## src/rtl/prio_enc_pipe.sv

```systemverilog
// prio_enc_pipe: registered N-to-log2(N) priority encoder with valid/ready handshake on both sides.
// Define PRIO_ENC_RR_EN to compile in round-robin priority; otherwise the highest set index wins.
module prio_enc_pipe #(
    parameter  int N = 8,
    localparam int W = $clog2(N)
) (
    input  logic         clk,
    input  logic         rst_n,
    input  logic [N-1:0] req,
    input  logic         in_valid,
    output logic         in_ready,
    output logic         out_valid,
    input  logic         out_ready,
    output logic [W-1:0] out_idx,
    output logic         out_any
);
    logic         accept;
    logic         enc_any;
    logic [W-1:0] enc_idx;
    logic         out_valid_q, out_valid_d;
    logic [W-1:0] out_idx_q, out_idx_d;
    logic         out_any_q, out_any_d;

    assign in_ready  = !out_valid_q || out_ready;
    assign accept    = in_valid && in_ready;
    assign out_valid = out_valid_q;
    assign out_idx   = out_idx_q;
    assign out_any   = out_any_q;

`ifdef PRIO_ENC_RR_EN
    logic [W-1:0] ptr_q, ptr_d;
    logic [W-1:0] cand;

    // Walk from the farthest slot back to ptr so the candidate closest to ptr is assigned last and wins.
    always_comb begin
        enc_any = |req;
        enc_idx = '0;
        cand    = '0;
        for (int s = N - 1; s >= 0; s--) begin
            cand = W'((int'(ptr_q) + N - s) % N);
            if (req[cand]) enc_idx = cand;
        end
    end

    // The winner drops to lowest priority: ptr moves to the slot just below it, wrapping at 0.
    always_comb begin
        ptr_d = (accept && enc_any) ? ((enc_idx == '0) ? W'(N - 1) : enc_idx - W'(1)) : ptr_q;
    end

    // Pointer register; N-1 at reset makes the first grant match fixed priority.
    always_ff @(posedge clk or negedge rst_n) begin
        if (!rst_n) ptr_q <= W'(N - 1);
        else        ptr_q <= ptr_d;
    end
`else
    // Fixed priority: scan upward so the highest set index is assigned last and wins.
    always_comb begin
        enc_any = |req;
        enc_idx = '0;
        for (int i = 0; i < N; i++) begin
            if (req[i]) enc_idx = W'(i);
        end
    end
`endif

    // Load a fresh result on accept, drop valid on consume, otherwise hold under backpressure.
    always_comb begin
        out_valid_d = accept || (out_valid_q && !out_ready);
        out_idx_d   = accept ? enc_idx : out_idx_q;
        out_any_d   = accept ? enc_any : out_any_q;
    end

    // Output register; reset discards any held result immediately.
    always_ff @(posedge clk or negedge rst_n) begin
        if (!rst_n) begin
            out_valid_q <= 1'b0;
            out_idx_q   <= '0;
            out_any_q   <= 1'b0;
        end else begin
            out_valid_q <= out_valid_d;
            out_idx_q   <= out_idx_d;
            out_any_q   <= out_any_d;
        end
    end
endmodule

```

## config.mk

```make
export PLATFORM = sky130hd
export DESIGN_NAME = prio_enc_pipe
export DESIGN_NICKNAME = d
export VERILOG_FILES = /design/src/rtl/prio_enc_pipe.sv
export SDC_FILE = /design/constraint.sdc
export NUM_CORES = 1
export LEC_CHECK = 0
export BUFFER_PORTS_ARGS = -buffer_cell sky130_fd_sc_hd__buf_2
export CORE_AREA = 4 4 41 43
export DETAILED_ROUTE_END_ITERATION = 8
export DIE_AREA = 0 0 45 47
export SLEW_MARGIN = 20
export SYNTH_ARGS = -nofsm -noshare
export SYNTH_HDL_FRONTEND = slang
export SYNTH_SLANG_ARGS = --single-unit
```

## constraint.sdc

```tcl
create_clock -name clk -period 1 [get_ports clk]
set_input_delay 0.05 -clock clk [delete_from_list [all_inputs] [get_ports clk]]
set_output_delay 0.05 -clock clk [all_outputs]
set_load 0.005 [all_outputs]
```

[After elaboration in Yosys (flattened, before gate mapping)]
Index checks and enable logic that the tools add are counted.
Operators by class
  mux-type cells: 7
  reductions and logical operators: 7
Operator list (number)
  3-bit 2-to-1 mux: 5
  8-bit OR reduction: 1
  1-bit logical AND: 2
  1-bit logical NOT: 2
  1-bit logical OR: 2
  2-bit 2-to-1 mux: 1
  1-bit 2-to-1 mux: 1
Storage, ports and cells
  register bits: 5
  input port bits: 12
  output and inout port bits: 6
  word-level logic and storage cells: 17

[Longest topological paths before layout]
  depth after elaboration: 7
  mapped depth: 4
  mapped depth without buffers: 3

[Worst setup path before layout]
OpenSTA, ideal clock, no wires.
  path type: flip-flop to flip-flop
  start point: reg out_valid_q (netlist: out_valid)
  end point: reg out_any_q (netlist: out_any)
  setup time: 0.138 ns
  data arrival time: 0.797 ns
  data required time: 0.862 ns
  setup slack: 0.065 ns
  stages on the path, launching flop included: 5
  buffers on the path: 1
  clock period less this slack: 0.935 ns
  cell sequence: dfrtp_1 nand2b_1 buf_2 and2_4 a31oi_1
On the way
  word-level cells in the longest chain between the ends: 3
RTL lines
  start, declared: RTL line 20  | logic out_valid_q, out_valid_d;
  start signal, assigned: RTL line 80  | out_valid_q <= out_valid_d;
  1-bit logical NOT: RTL line 24  | assign in_ready = !out_valid_q || out_ready;
  1-bit logical OR: RTL line 24
  via in_ready: RTL line 11  | output logic in_ready,
  1-bit logical AND: RTL line 25  | assign accept = in_valid && in_ready;
  end signal, assigned: RTL line 82  | out_any_q <= out_any_d;
  end, declared: RTL line 22  | logic out_any_q, out_any_d;
The timed path passes the listed nets, and every way through them passes these cells.
A chain may end at the register's enable or synchronous reset.

[Worst setup path in the final report]
  start point: reg out_valid_q (netlist: out_valid)
  end point: out in_ready
On the way
  word-level cells in the longest chain between the ends: 2
RTL lines (RTL line)
  1-bit logical NOT: 24
  1-bit logical OR: 24
  end, declared: 11
Every way passes these cells.

==> results.yml <==
die:
  dieWidth_um: 45
  die-area_sq_um: 2120
  rows: 13
  start_util_pct: 19.0
  die_h_um: 47
  io_pins: 18
  coreArea_sq_um: 1300
route:
  drt_iter0_drc: 1
  finalWirelength_um: 645
  route.detailed.drc: 0
  vias_per_cell: 4.24
  dr.pass1.iters: 4
  ant_nets: 0
  post_drt_wl_per_cell_um: 10.2
  vias: 267
synth:
  synth_fa_ha_area_share_pct: 0
  synth_top_family_by_area: "compound AO/OA/AOI/OAI gates"
  synth_edf_count: 0
  yosysWarnings: 0
  synth.top_cell.area_share_pct: 50.5
  syn_area_per_cell_sq_um: 9.18
  synthCells: 27
  yosys-top-cells-count: "a21oi_1 (5), dfrtp_1 (5), a31oi_1 (3), nand2b_1 (3), nor2_1 (3)"
  seq_area_frac_synth_pct: 50.5
  synth_cell_type_count: 11
  muxShareOfSynthArea_pct: 0
  synthTopCellsByArea: "dfrtp_1 (51%), a21oi_1 (10%), a31oi_1 (7.6%)"
  synth_ff_type: "dfrtp_1"
  synthXorXnorAreaFrac_pct: 0
  synth_area_sq_um: 248
  yosysTopAreaCell: "dfrtp_1"
  async_reset_ff_share_pct: 100
  synthesis.nets: 39
  synth_compound_area_share_pct: 23.7
  ys_ff_latch: 5
  synthSimpleGateAreaFrac_pct: 20.7
global_route:
  antenna_found_initial: 0
  grt_pass1_wl_um: 1160
  overflow: 0
  grt_max_degree: 8
  grt_pass1_vias: 287
  grtUsageTotal_pct: 8.32
sta:
  finalCriticalPeriod_ns: 0.920
  finalSetupTns_ns: 0
  rsz0062_at_grt: "no"
  finClkSkew_ns: 0.00591
  period_share_pct: 92.0
  setup_viol: 0
  worst_slew_pin_slew_ns: 0.382
  max_freq_mhz: 1090
  slew_headroom_pct: 74.3
  finalMaxSlewViolations: 0
  finalHoldViolCount: 0
clock_tree:
  cts_sinks: 5
  worstSkewPairLatency_ns: 0.24
  post-cts-setup-buffers: 0
  cts_buffers: 3
  cts_tree: "done"
  h-tree-depth: 1
  cts-root-buf: "clkbuf_4"
  clk_path_buf_depth: 2
  path_clk_slew_ns: 0.05
placed_design:
  gp_congestion: 0.631
  io_buffers: 17
power_and_ir_drop:
  finalPower_mw: 0.559
  ir_worst_vdd_mv: 0.672
  p_per_area_nw_per_um2: 1430
  p_leak_nw: 0.179
outcome:
  status: "finished, final reports clean"
critical_path:
  ff2ff_setup_slack_ns: 0.11
  crit_type: "flop to output pin"
  rr_worst_depth: 3
  cp-end-kind: "output pin"
  r2r_start: "out_valid"
  worstSetupStartpointType: "flop"
  cp.arrival_ns: 0.87
  required_ns: 0.95
  rr_endpoint: "out_any"
  path_max_fanout: 7
final_layout:
  syn2layout_area_growth_pct: 57.6
  fillerInstances: 144
  seq_area_sq_um: 125
  layout-drive-gt1-share_pct: 45.8
  multi_input_area_sq_um: 118
  layout.nets: 61
  diodes: 0
worst_hold_path:
  hp-class: "input pin to flop"
  hold_start: "req[7]"
  hold-path-endpoint: "out_idx[0]"
  holdPathStages: 3
run:
  cap_violations: 0
## critical path, cell delays in order (launching register included)
cell and delay (ns):
dfrtp_1 0.40, nand2b_4 0.11, buf_2 0.12
## sequential cells by signal, summed over array words and instances (netlist names)
name and count:
out_idx 3, out_any 1, out_valid 1
## power breakdown
part	switching (mW)	internal (mW)	total (mW)	leakage, nW
clock network	0.0849	0.151	0.236	0.0150
registers	0.00827	0.218	0.226	0.0491
logic	0.0458	0.0508	0.0966	0.115
## per-layer routing
metal	global-route usage, %	share of wire [%]	vias up
met5	0	0	-
met4	0	0	0
met3	8.05	14	0
met2	12.7	38	16
met1	8.94	47	112
li1	-	-	139
## cell type report
cell class	count	area share [%]
inverters	2	1.92
multi-input cells	19	30.1
well taps	15	4.81
repair buffers	18	24.4
clock buffers	4	6.73
flip-flops and latches	5	32.1
## placed cells by master, fill, tap and decap left out, drive strengths merged
cell / instances
a221o: 1
buf: 17
clkbuf: 4
o21ai: 1
nor4: 2
and2: 1
a21oi: 5
nand2b: 3
dlygate4sd3: 1
inv: 2
a31oi: 3
nor2: 3
dfrtp: 5
## logic make-up after synthesis
| logic type | count (synthesis) |
|---|---|
| buffers and inverters | 3 |
| AND/OR/NAND/NOR | 9 |
| flip-flops | 5 |
| AO/OA/AOI/OAI | 10 |
## per-stage QoR
stage | std cells | hold slack, ns | setup WS (ns) | cell area, sq um | util [%]
after floorplan | 27 | -0.246 | 0.0650 | 248 | -
after global placement | 58 | -0.131 | 0.0618 | 347 | 26.6
after detailed placement | 58 | -0.130 | 0.0339 | 347 | 26.6
after CTS | 63 | 0.0691 | 0.0683 | 390 | 30.0
after global routing | 63 | 0.0889 | 0.0408 | 390 | 30.0
final | 63 | 0.0748 | 0.0803 | 390 | 30.0
## worst max-delay path by stage
stage	start	slack, ns	depth (start not counted)	to
2_1_floorplan	out_valid	0.07	4	out_any
3_3_place_gp	out_valid	0.06	3	out_idx[0]
3_5_place_dp	out_valid	0.03	3	out_any
4_1_cts	out_valid	0.07	2	in_ready
5_1_grt	out_valid	0.04	2	in_ready
6_report	out_valid	0.08	2	in_ready
## what timing repair did
| action | in CTS | in global routing |
|---|---|---|
| resized for setup | 1 | 0 |
| endpoints found under the setup margin | 1 | 0 |
| hold endpoints to repair | 5 | 0 |
| hold buffers | 1 | 0 |
(Power assumes the default switching activity.)
